$ cat src/rtl/seq_bin2bcd.sv
// Iterative double-dabble binary-to-BCD converter with a start/busy/done handshake; latency BIN_W+1 cycles.
// Optional BCD_SAT_EN: overflowing inputs saturate bcd to all nines and raise ovf.
module seq_bin2bcd #(
   parameter int BIN_W  = 10,
   parameter int DIGITS = 3
) (
   input  logic                  clk,
   input  logic                  rst,
   input  logic                  start,
   input  logic [BIN_W-1:0]      bin,
   output logic                  busy,
   output logic                  done,
   output logic [4*DIGITS-1:0]   bcd,
   output logic                  ovf
);

   localparam int ACC_W = 4 * (DIGITS + 1);
   localparam int CNT_W = $clog2(BIN_W + 1);

   typedef enum logic [1:0] {IDLE, SHIFT, FINISH} state_t;

   state_t              state_q;
   logic [ACC_W-1:0]    acc_q;
   logic [BIN_W-1:0]    sr_q;
   logic [CNT_W-1:0]    cnt_q;
   logic                busy_q;
   logic                done_q;
   logic [4*DIGITS-1:0] bcd_q;
   logic                ovf_q;

   logic [ACC_W-1:0]    acc_adj;
   logic [4*DIGITS-1:0] bcd_d;
   logic                ovf_d;

   // Add-3 correction on every digit, including the spare top digit that catches overflow.
   always_comb begin
      acc_adj = acc_q;
      for (int i = 0; i < DIGITS + 1; i++) begin
         if (acc_q[4*i +: 4] >= 4'd5) begin
            acc_adj[4*i +: 4] = acc_q[4*i +: 4] + 4'd3;
         end
      end
`ifdef BCD_SAT_EN
      ovf_d = |acc_q[ACC_W-1:4*DIGITS];
      bcd_d = ovf_d ? {DIGITS{4'h9}} : acc_q[4*DIGITS-1:0];
`else
      ovf_d = 1'b0;
      bcd_d = acc_q[4*DIGITS-1:0];
`endif
   end

   always_ff @(posedge clk or negedge rst) begin
      if (!rst) begin
         state_q <= IDLE;
         acc_q   <= '0;
         sr_q    <= '0;
         cnt_q   <= '0;
         busy_q  <= 1'b0;
         done_q  <= 1'b0;
         bcd_q   <= '0;
         ovf_q   <= 1'b0;
      end else begin
         done_q <= 1'b0;
         case (state_q)
            IDLE: begin
               if (start) begin
                  sr_q    <= bin;
                  acc_q   <= '0;
                  cnt_q   <= CNT_W'(BIN_W);
                  busy_q  <= 1'b1;
                  state_q <= SHIFT;
               end
            end
            SHIFT: begin
               {acc_q, sr_q} <= {acc_adj, sr_q} << 1;
               cnt_q         <= cnt_q - CNT_W'(1);
               if (cnt_q == CNT_W'(1)) begin
                  busy_q  <= 1'b0;
                  state_q <= FINISH;
               end
            end
            FINISH: begin
               bcd_q   <= bcd_d;
               ovf_q   <= ovf_d;
               done_q  <= 1'b1;
               state_q <= IDLE;
            end
            default: begin
               busy_q  <= 1'b0;
               state_q <= IDLE;
            end
         endcase
      end
   end

   assign busy = busy_q;
   assign done = done_q;
   assign bcd  = bcd_q;
   assign ovf  = ovf_q;

endmodule

$ cat config.mk
export PLATFORM = sky130hd
export DESIGN_NAME = seq_bin2bcd
export DESIGN_NICKNAME = d
export VERILOG_FILES = /design/src/rtl/seq_bin2bcd.sv
export SDC_FILE = /design/constraint.sdc
export NUM_CORES = 1
export LEC_CHECK = 0
export ABC_AREA = 1
export ABC_CLOCK_PERIOD_IN_PS = 2650
export CAP_MARGIN = 15
export CORE_AREA = 4 4 77 79
export DETAILED_ROUTE_END_ITERATION = 10
export DIE_AREA = 0 0 81 83
export GPL_TIMING_DRIVEN = 0
export PLACE_DENSITY_LB_ADDON = 0.12
export SYNTH_ARGS = -nofsm -noshare
export SYNTH_HDL_FRONTEND = slang
export SYNTH_SLANG_ARGS = --single-unit
export TNS_END_PERCENT = 5
$ cat constraint.sdc
create_clock -name clk -period 2.65 [get_ports clk]
set_input_delay 0.3975 -clock clk [delete_from_list [all_inputs] [get_ports clk]]
set_output_delay 0.3975 -clock clk [all_outputs]
set_load 0.005 [all_outputs]
==> flow_summary.json <==
{
  "whs_ns": 0.01253,
  "r2r-end": "acc_q[8]$_DFFE_PN0P_",
  "finalSetupTns_ns": 0,
  "root_buffer": "clkbuf_8",
  "slowest_stage": "clkdlybuf4s50_1",
  "cts_resized": 0,
  "min_period_ns": 1.539,
  "setup_ws_ns": 1.111,
  "fp.dieH_um": 83,
  "path_cells": "clkdlybuf4s50_1",
  "viasPerCell": 4.641,
  "clock_latency_ns": 0.29,
  "nNetsFinal": 288,
  "start_util_pct": 38.00,
  "synth_top_area_cell": "dfrtp_1",
  "critical-path-top-delay-family": "buffers and inverters",
  "hold_class": "input port to asynchronous set/reset pin",
  "grt_overflow_total": 0,
  "clock-skew-final_ns": 0.009819,
  "cp_slowest_stage_delay_ns": 0.50,
  "dpl.hpwl_um": 2744,
  "status": "finished, final reports clean",
  "design_area_um2": 2500,
  "drc": 0,
  "reg2reg_from": "acc_q[4]$_DFFE_PN0P_",
  "cellPowerDensity_nw_per_um2": 1111,
  "grt.total_usage_pct": 12.68,
  "setup_viol": 0,
  "numCtsBuffers": 5,
  "rsz0062_at_grt": "false",
  "postCtsHoldBufs": 0,
  "cp-startpoint": "bcd[9]$_DFFE_PN0P_",
  "drv_cap": 0,
  "h-tree-depth": 2,
  "die_w_um": 81,
  "reg2reg_depth": 7,
  "pre_cts_slack_ns": 1.045,
  "synth_cell_types": 24,
  "worst_ep_required_time_ns": 2.25,
  "ys_seq_area_share_pct": 51.82,
  "synth-simple-area-share_pct": 26.84,
  "leakagePower_nw": 1.248,
  "area_delta_synth_final_pct": 23.26,
  "grt_pass1_vias": 1499,
  "critPathKind": "flip-flop to primary output",
  "antenna_found_initial": 0,
  "final_cells": 340,
  "avgSynthCellArea_um2": 8.705,
  "synth.ff_latch_count": 42,
  "cts_setup_buffers": 0,
  "cts_buffer_depth": 2,
  "antenna_cells": 0,
  "placed_cell_area_um2": 2394,
  "synth_area_um2": 2028,
  "vias": 1578,
  "drtIter0Drc": 99,
  "path_max_fanout": 2,
  "rrSetupSlack_ns": 1.33,
  "dieArea_um2": 6723,
  "synth_top_area_share_pct": 51.82,
  "routed_wl_um": 3777,
  "synthMuxAreaShare_pct": 0,
  "clock.fmax_mhz": 649.9,
  "final-max-slew-violation-count": 0,
  "path_buf_inv": 1,
  "crit_path_start_kind": "flip-flop",
  "cp-end-kind": "primary output",
  "power_mw": 2.778,
  "crit_arrival_ns": 1.14,
  "hold_viol": 0,
  "yosysWarnings": 0,
  "synth_cells": 233,
  "synth_top_family_by_area": "simple AND/OR/NAND/NOR gates",
  "core_um2": 5338,
  "grt_pass1_wl_um": 6872,
  "portBuffers": 26,
  "detail-route-antenna-nets": 0,
  "utilization_pct": 46.84,
  "cts_tree": "done",
  "ir_drop_mv": 0.4165,
  "clkSinkCount": 42,
  "cp.depth": 1,
  "firstDrtPassIters": 4,
  "grt_max_degree": 28,
  "worst_setup_hold_path_clk_slew_ns": 0.08,
  "io_pins": 28,
  "synthAdderAreaFrac_pct": 4.935,
  "post_drt_wl_per_cell_um": 11.11,
  "period_share_pct": 58.06,
  "synth_area_leaders": "dfrtp_1, nand2_1, nand3_1",
  "drive_gt1_share_pct": 10.45,
  "syn_nets": 254,
  "place.gp.congestion": 0.7382,
  "synth_xor_area_share_pct": 0.4318,
  "placed_cells": 332,
  "synth_compound_area_share_pct": 7.773,
  "fp-row-count": 27
}
layout by cell type (no fill, tap or decap), types with 2 or more instances in the layout:
cell type / Yosys / routed
nand2_1: 82 / 82
nand3_1: 23 / 23
inv_4: 2 / 2
inv_1: 20 / 20
buf_6: 2 / 2
nand2_4: 2 / 2
dfrtp_1: 42 / 42
nand4_1: 6 / 6
o21ai_1: 4 / 4
nor2_1: 3 / 3
clkdlybuf4s50_1: 0 / 25
buf_4: 4 / 4
o21ai_0: 19 / 19
o21bai_1: 2 / 2
clkbuf_8: 0 / 5
nand3_2: 2 / 2
clkbuf_1: 0 / 2
ha_1: 8 / 8
nand2_2: 2 / 2
inv_2: 2 / 2
nor2_2: 2 / 2
metal layers:
| metal | vias to the layer above | routed length (um) | global-route usage [%] |
|---|---|---|---|
| li1 | 818 | - | - |
| met2 | 37 | 1679 | 19.49 |
| met5 | - | 0 | 0 |
| met3 | 4 | 203 | 3.145 |
| met1 | 719 | 1847 | 17.24 |
| met4 | 0 | 46 | 4.301 |
final cells by class:
| cell class | instances | area [um^2] |
|---|---|---|
| multi-input cells | 160 | 814.5 |
| fillers | 588 | 2838 |
| plain buffers | 7 | 67.56 |
| inverters | 24 | 95.09 |
| clock buffers | 7 | 76.32 |
| clock inverters | 1 | 30.03 |
| repair buffers | 27 | 275.3 |
| well taps | 72 | 90.09 |
| flip-flops and latches | 42 | 1051 |
cells in the mapped netlist:
master and count:
a22oi_4 1, buf_4 4, buf_6 2, buf_8 1, conb_1 1, dfrtp_1 42
ha_1 8, inv_1 20, inv_2 2, inv_4 2, nand2_1 82, nand2_2 2
nand2_4 2, nand3_1 23, nand3_2 2, nand4_1 6, nor2_1 3, nor2_2 2
nor3_1 1, o21ai_0 19, o21ai_1 4, o21bai_1 2, o22ai_1 1, xnor2_1 1
registers in the layout, summed over array words and instances (netlist names):
register,cells
state_q,2
busy,1
done,1
bcd,12
sr_q,10
acc_q,12
cnt_q,4
report_power, final:
| group | leakage (nW) | switching, mW | internal (mW) |
|---|---|---|---|
| Clock | 0.0524 | 0.213 | 0.282 |
| Sequential | 0.539 | 0.167 | 0.907 |
| Combinational | 0.656 | 0.664 | 0.544 |
| Total | 1.25 | 1.04 | 1.73 |
kinds of logic (layout without fill, tap and decap cells):
family                     count (synthesis)  in the layout
adders and majority gates                  8              8
buffers and inverters                     31             66
AOI/OAI and AO/OA                         27             27
xor gates and xnor gates                   1              1
and+or+nand+nor                          123            123
DFF                                       42             42
other                                      1              1
worst max path at each step:
stage / end / slack (ns)
after floorplan: acc_q[5]$_DFFE_PN0P_ / 1.52
after global placement: sr_q[5]$_DFFE_PN0P_ / 0.05
after detailed placement: sr_q[7]$_DFFE_PN0P_ / 1.04
after CTS: bcd[3] / 1.09
after global routing: bcd[3] / 1.05
final: bcd[9] / 1.11
Power figures use the tool's default switching activity.
